File: config.mk
export PLATFORM = sky130hd
export DESIGN_NAME = serial_ctrl_master
export DESIGN_NICKNAME = d
export VERILOG_FILES = /design/src/rtl/serial_ctrl_master.sv
export SDC_FILE = /design/constraint.sdc
export NUM_CORES = 1
export LEC_CHECK = 0
export CORE_MARGIN = 5
export CORE_UTILIZATION = 35
export DETAILED_ROUTE_END_ITERATION = 10
export DONT_BUFFER_PORTS = 1
export GPL_TIMING_DRIVEN = 0
export HOLD_SLACK_MARGIN = 0.1
export SYNTH_ARGS = -nofsm -noshare
export SYNTH_HDL_FRONTEND = slang
export SYNTH_SLANG_ARGS = --single-unit
File: constraint.sdc
create_clock -name clk -period 2.9 [get_ports clk]
set_input_delay 0.145 -clock clk [delete_from_list [all_inputs] [get_ports clk]]
set_output_delay 0.145 -clock clk [all_outputs]
set_load 0.01 [all_outputs]
File: src/rtl/serial_ctrl_master.sv
`default_nettype none
// ============================================================================
// serial_ctrl_master : host sequencer turning RESET/WRITE/READ requests into
//                      bit-serial frames for a serial_ctrl single-wire link.
// Revision: 1.0
// ============================================================================
module serial_ctrl_master #(
    parameter int                  CMD_LEN       = 2,
    parameter int                  DATA_LEN      = 8,
    parameter int                  GAP_CYCLES    = 3,
    parameter int                  RCV_SETUP     = 1,
    parameter int                  TURN_CYCLES   = 2,
    parameter logic [CMD_LEN-1:0]  RESET_CMD     = CMD_LEN'(0),
    parameter logic [CMD_LEN-1:0]  START_RCV_CMD = CMD_LEN'(1),
    parameter logic [CMD_LEN-1:0]  START_SND_CMD = CMD_LEN'(2),
    parameter logic [CMD_LEN-1:0]  UPDATE_CMD    = CMD_LEN'(3)
) (
    input  logic                 clk,
    input  logic                 rst,
    input  logic                 req_valid,
    output logic                 req_ready,
    input  logic [1:0]           req_op,
    input  logic [DATA_LEN-1:0]  req_wdata,
    output logic                 resp_valid,
    output logic [DATA_LEN-1:0]  resp_rdata,
    output logic                 resp_err,
    output logic                 sd_out,
    output logic                 sd_oe,
    input  logic                 sd_in
);

    localparam logic [1:0] OP_RESET = 2'b00;
    localparam logic [1:0] OP_WRITE = 2'b01;
    localparam logic [1:0] OP_READ  = 2'b10;

    localparam int MAX_A   = (CMD_LEN > DATA_LEN) ? CMD_LEN : DATA_LEN;
    localparam int MAX_B   = (GAP_CYCLES > RCV_SETUP) ? GAP_CYCLES : RCV_SETUP;
    localparam int MAX_C   = (MAX_A > MAX_B) ? MAX_A : MAX_B;
    localparam int CNT_MAX = (MAX_C > TURN_CYCLES) ? MAX_C : TURN_CYCLES;
    localparam int CNT_W   = $clog2(CNT_MAX + 1);

    typedef enum logic [3:0] {
        S_IDLE  = 4'd0,
        S_START = 4'd1,
        S_CMD   = 4'd2,
        S_STOP  = 4'd3,
        S_GAP   = 4'd4,
        S_SETUP = 4'd5,
        S_DTX   = 4'd6,
        S_DSTOP = 4'd7,
        S_TURN  = 4'd8,
        S_DRX   = 4'd9,
        S_REL   = 4'd10,
        S_RESP  = 4'd11
    } state_t;

    state_t               state_q, state_d;
    logic [CNT_W-1:0]     cnt_q, cnt_d;
    logic                 phase_q, phase_d;
    logic [1:0]           op_q, op_d;
    logic [CMD_LEN-1:0]   cmd_q, cmd_d;
    logic [DATA_LEN-1:0]  shreg_q, shreg_d;
    logic [DATA_LEN-1:0]  rdata_q, rdata_d;
    logic                 req_ready_q, req_ready_d;
    logic                 resp_valid_q, resp_valid_d;
    logic                 resp_err_q, resp_err_d;
    logic                 sd_out_q, sd_out_d;
    logic                 sd_oe_q, sd_oe_d;

    always_comb begin
        state_d = state_q;
        cnt_d   = cnt_q;
        phase_d = phase_q;
        op_d    = op_q;
        cmd_d   = cmd_q;
        shreg_d = shreg_q;
        rdata_d = rdata_q;

        case (state_q)
            // RESP doubles as an accept slot so back-to-back requests lose no cycle
            S_IDLE, S_RESP: begin
                state_d = S_IDLE;
                if (req_valid) begin
                    op_d    = req_op;
                    phase_d = 1'b0;
                    shreg_d = req_wdata;
                    state_d = S_START;
                    case (req_op)
                        OP_RESET: cmd_d   = RESET_CMD;
                        OP_WRITE: cmd_d   = START_RCV_CMD;
                        OP_READ:  cmd_d   = START_SND_CMD;
                        default:  state_d = S_RESP;
                    endcase
                end
            end
            S_START: begin
                state_d = S_CMD;
                cnt_d   = CNT_W'(CMD_LEN - 1);
            end
            S_CMD: begin
                if (cnt_q == '0) begin
                    state_d = S_STOP;
                end else begin
                    cnt_d = cnt_q - 1'b1;
                    cmd_d = cmd_q << 1;
                end
            end
            S_STOP: begin
                state_d = S_GAP;
                cnt_d   = CNT_W'(GAP_CYCLES - 1);
                if (op_q == OP_WRITE && !phase_q) begin
                    state_d = S_SETUP;
                    cnt_d   = CNT_W'(RCV_SETUP - 1);
                end else if (op_q == OP_READ) begin
                    state_d = S_TURN;
                    cnt_d   = CNT_W'(TURN_CYCLES - 1);
                end
            end
            S_GAP: begin
                if (cnt_q != '0) begin
                    cnt_d = cnt_q - 1'b1;
                end else if (op_q == OP_WRITE && !phase_q) begin
                    // data has been shifted in; commit it with UPDATE
                    state_d = S_START;
                    cmd_d   = UPDATE_CMD;
                    phase_d = 1'b1;
                end else begin
                    state_d = S_RESP;
                end
            end
            S_SETUP: begin
                if (cnt_q == '0) begin
                    state_d = S_DTX;
                    cnt_d   = CNT_W'(DATA_LEN - 1);
                end else begin
                    cnt_d = cnt_q - 1'b1;
                end
            end
            S_DTX: begin
                if (cnt_q == '0) begin
                    state_d = S_DSTOP;
                end else begin
                    cnt_d   = cnt_q - 1'b1;
                    shreg_d = shreg_q << 1;
                end
            end
            S_DSTOP: begin
                state_d = S_GAP;
                cnt_d   = CNT_W'(GAP_CYCLES - 1);
            end
            S_TURN: begin
                if (cnt_q == '0) begin
                    state_d = S_DRX;
                    cnt_d   = CNT_W'(DATA_LEN - 1);
                end else begin
                    cnt_d = cnt_q - 1'b1;
                end
            end
            S_DRX: begin
                shreg_d = {shreg_q[DATA_LEN-2:0], sd_in};
                if (cnt_q == '0) begin
                    state_d = S_REL;
                end else begin
                    cnt_d = cnt_q - 1'b1;
                end
            end
            S_REL: begin
                state_d = S_RESP;
                rdata_d = shreg_q;
            end
            default: state_d = S_IDLE;
        endcase

        // Outputs are decoded from the next state so the pins come straight off flops
        req_ready_d  = (state_d == S_IDLE) || (state_d == S_RESP);
        resp_valid_d = (state_d == S_RESP);
        resp_err_d   = (state_d == S_RESP) && (op_d == 2'b11);
        sd_oe_d      = !((state_d == S_TURN) || (state_d == S_DRX) || (state_d == S_REL));
        sd_out_d     = 1'b0;
        case (state_d)
            S_START: sd_out_d = 1'b1;
            S_CMD:   sd_out_d = cmd_d[CMD_LEN-1];
            S_DTX:   sd_out_d = shreg_d[DATA_LEN-1];
            default: sd_out_d = 1'b0;
        endcase
    end

    always_ff @(posedge clk) begin
        if (rst) begin
            state_q      <= S_IDLE;
            cnt_q        <= '0;
            phase_q      <= 1'b0;
            op_q         <= 2'b00;
            cmd_q        <= '0;
            shreg_q      <= '0;
            rdata_q      <= '0;
            req_ready_q  <= 1'b1;
            resp_valid_q <= 1'b0;
            resp_err_q   <= 1'b0;
            sd_out_q     <= 1'b0;
            sd_oe_q      <= 1'b1;
        end else begin
            state_q      <= state_d;
            cnt_q        <= cnt_d;
            phase_q      <= phase_d;
            op_q         <= op_d;
            cmd_q        <= cmd_d;
            shreg_q      <= shreg_d;
            rdata_q      <= rdata_d;
            req_ready_q  <= req_ready_d;
            resp_valid_q <= resp_valid_d;
            resp_err_q   <= resp_err_d;
            sd_out_q     <= sd_out_d;
            sd_oe_q      <= sd_oe_d;
        end
    end

    assign req_ready  = req_ready_q;
    assign resp_valid = resp_valid_q;
    assign resp_err   = resp_err_q;
    assign resp_rdata = rdata_q;
    assign sd_out     = sd_out_q;
    assign sd_oe      = sd_oe_q;

endmodule
`default_nettype wire

==> impl_metrics.py <==
metrics = {
    "timing": {
        "hold_viol": 0,
        "max_slew_margin_pct": 37.8,
        "drv_slew": 0,
        "worst_slack_ns": 0.190,
        "setup_viol": 0,
        "finalSetupTns_ns": 0,
        "rsz0062_at_grt": "false",
        "skew_ns": 0.0134,
        "fmax_mhz": 369,
        "finalCritPeriodShare_pct": 93.5,
        "worst_pin_slew_ns": 0.929,
        "fin_crit_ns": 2.71,
    },
    "yosys": {
        "yosys_warnings": 0,
        "ys_types": 54,
        "async_reset_ff_share_pct": 0,
        "synth_flop_cell": "dfxtp_1",
        "synth_fp_nets": 235,
        "synth_area_um2": 1820,
        "yosysSeqAreaShare_pct": 37.4,
        "syn_inst": 220,
        "syn_area_per_cell_um2": 8.28,
        "synth_seq_cells": 34,
        "synth_edf_count": 0,
    },
    "clock_tree": {
        "cts_setup_buffers": 0,
        "clk_pin_slew_ns": 0.08,
        "htreeDepth": 2,
        "clock_sinks": 34,
        "cts_tree": "yes",
        "cts_buffer_depth": 2,
        "postCtsHoldBufs": 12,
        "cts_resized": 0,
        "cts_buffers": 5,
        "insertion_delay_ns": 0.30,
        "root_buffer": "clkbuf_8",
    },
    "die": {
        "die-area_um2": 6750,
        "die_h_um": 82.1,
        "core_um2": 5070,
        "ios": 27,
        "rows": 26,
        "fp.dieW_um": 82.1,
        "initial_utilization_pct": 35.9,
    },
    "route": {
        "first_iter_violations": 265,
        "route.detailed.drc": 0,
        "wl_per_cell_um": 15.4,
        "drt.antenna.violating_nets": 0,
        "dr.pass1.iters": 5,
        "routed_wl_um": 4770,
        "vias": 1737,
        "routed_via_density": 5.62,
    },
    "place": {
        "dp_slack_ns": 0.304,
        "port_buffers": 0,
        "gp_congestion": 0.874,
        "hpwlAfterDp_um": 3430,
    },
    "job": {
        "max_cap_violations": 0,
    },
    "power": {
        "ir_drop_mv": 0.383,
        "combPwrFrac_pct": 49.6,
        "power.leakage_nw": 0.778,
        "seqPwrFrac_pct": 29.9,
        "p_switching_mw": 0.907,
        "intPower_mw": 1.27,
        "p_total_mw": 2.18,
        "power_density_nw_per_um2": 1020,
        "power_frac_clock_pct": 20.6,
        "p_sw_share_pct": 41.6,
    },
    "finish": {
        "final_common_cell": "nor2_1",
        "diodes": 0,
        "area_growth_pct": 17.6,
        "layout-drive-gt1-share_pct": 8.37,
        "fin_nets": 254,
        "layout_common_cells": "nor2_1 (39), dfxtp_1 (34), nand2_1 (15), mux2i_1 (13), dlygate4sd3_1 (12)",
    },
    "worst_setup_path": {
        "worstRegToRegCells": 9,
        "cp.arrival_ns": 2.90,
        "cp-start-kind": "register",
        "required_ns": 3.09,
        "r2r_start": "cnt_q[0]$_SDFFE_PP0P_",
        "worstSetupStartpoint": "cnt_q[0]$_SDFFE_PP0P_",
        "endpoint_kind": "register",
        "critPathKind": "register to register",
        "cp_max_fo": 10,
    },
    "outcome": {
        "status": "finished, final reports clean",
    },
    "global_routing": {
        "grt_pass1_vias": 1631,
        "antenna_found_initial": 0,
        "grt_usage_pct": 15.6,
        "overflow": 0,
        "grt_pass1_wl_um": 8060,
        "grt_max_degree": 11,
    },
    "min_path": {
        "hp-start": "req_op[1]",
        "hold_path_class": "input port to register",
        "hold_path_depth": 3,
    },
}
## per-stage QoR
stage | instance area [µm²] | hold WS [ns] | util [%] | cells
floorplan | 1820 | 0.237 | - | 220
detailed placement | 1910 | 0.252 | 37.6 | 290
CTS | 2140 | 0.226 | 42.2 | 309
global route | 2140 | 0.226 | 42.2 | 309
global placement | 1910 | 0.249 | 37.6 | 290
finish | 2140 | 0.233 | 42.2 | 309
## registers in the layout (all words and copies together) (netlist names)
signal      count
resp_valid      1
sd_oe           1
req_ready       1
op_q            2
resp_rdata      8
state_q         4
sd_out          1
cmd_q           2
resp_err        1
phase_q         1
shreg_q         8
cnt_q           4
## final cells by class
| type | count | area [µm²] |
|---|---|---|
| inverters | 5 | 18.8 |
| flip-flops and latches | 34 | 681 |
| plain buffers | 15 | 68.8 |
| clock inverters | 1 | 30.0 |
| multi-input cells | 166 | 1050 |
| clock buffers | 6 | 82.6 |
| well taps | 70 | 87.6 |
| fillers | 515 | 2930 |
| repair buffers | 12 | 120 |
## layer usage
metal | wire [µm] | global-route usage (%)
met1 | 2240 | 22.3
met2 | 2120 | 22.5
met3 | 360 | 4.34
met4 | 51 | 5.15
met5 | 0 | 0
## cell families (layout without fill, tap and decap cells)
kind of cell | count (synthesis) | after routing | synth area share [%]
compound gates | 58 | 58 | 23.4
xor+xnor | 3 | 3 | 1.44
fa+ha+maj | 1 | 1 | 0.687
buf+inv | 20 | 39 | 4.81
flops | 34 | 34 | 37.4
mux | 13 | 13 | 7.14
simple gates | 91 | 91 | 25.2
## synth_stat cells, types with 4 or more instances
library cell | count | area share, %
a211oi_1 | 5 | 2.1
a21oi_1 | 11 | 3.0
a222oi_1 | 8 | 4.4
a31oi_1 | 4 | 1.4
buf_2 | 4 | 1.1
clkbuf_1 | 8 | 1.6
dfxtp_1 | 34 | 37
inv_1 | 5 | 1.0
mux2i_1 | 13 | 7.1
nand2_1 | 15 | 3.1
nand2b_1 | 4 | 1.4
nand3_1 | 4 | 1.1
nor2_1 | 39 | 8.0
nor3_1 | 7 | 1.9
o21ai_0 | 7 | 1.9
o22ai_1 | 4 | 1.4
## path summary, 6_finish.rpt
check             slack [ns]                    end
hold reg to reg         0.53  cnt_q[1]$_SDFFE_PP0P_
setup reg to reg        0.19      sd_out$_SDFF_PP0_
setup / recovery        0.19      sd_out$_SDFF_PP0_
hold / removal          0.23    resp_err$_SDFF_PP0_
## power groups by stage
stage | combinational (mW) | clock (mW) | sequential (mW)
detailed placement | 1.04 | 0 | 0.659
floorplan | 0.847 | 0 | 0.634
global route | 1.22 | 0.479 | 0.664
global placement | 1.05 | 0 | 0.658
finish | 1.08 | 0.449 | 0.651
CTS | 1.07 | 0.457 | 0.649
## worst max-delay path, stage by stage, from the launching register on
cell and delay [ns]:
dfxtp_1 0.35, inv_1 0.07, ha_1 0.23, nor3b_4 0.46, nor3_2 0.13, or2_1 0.24, buf_6 0.13, a222oi_1 0.56
o22ai_1 0.15, a32o_1 0.28
Note: power is estimated with default switching activity, not from simulation.
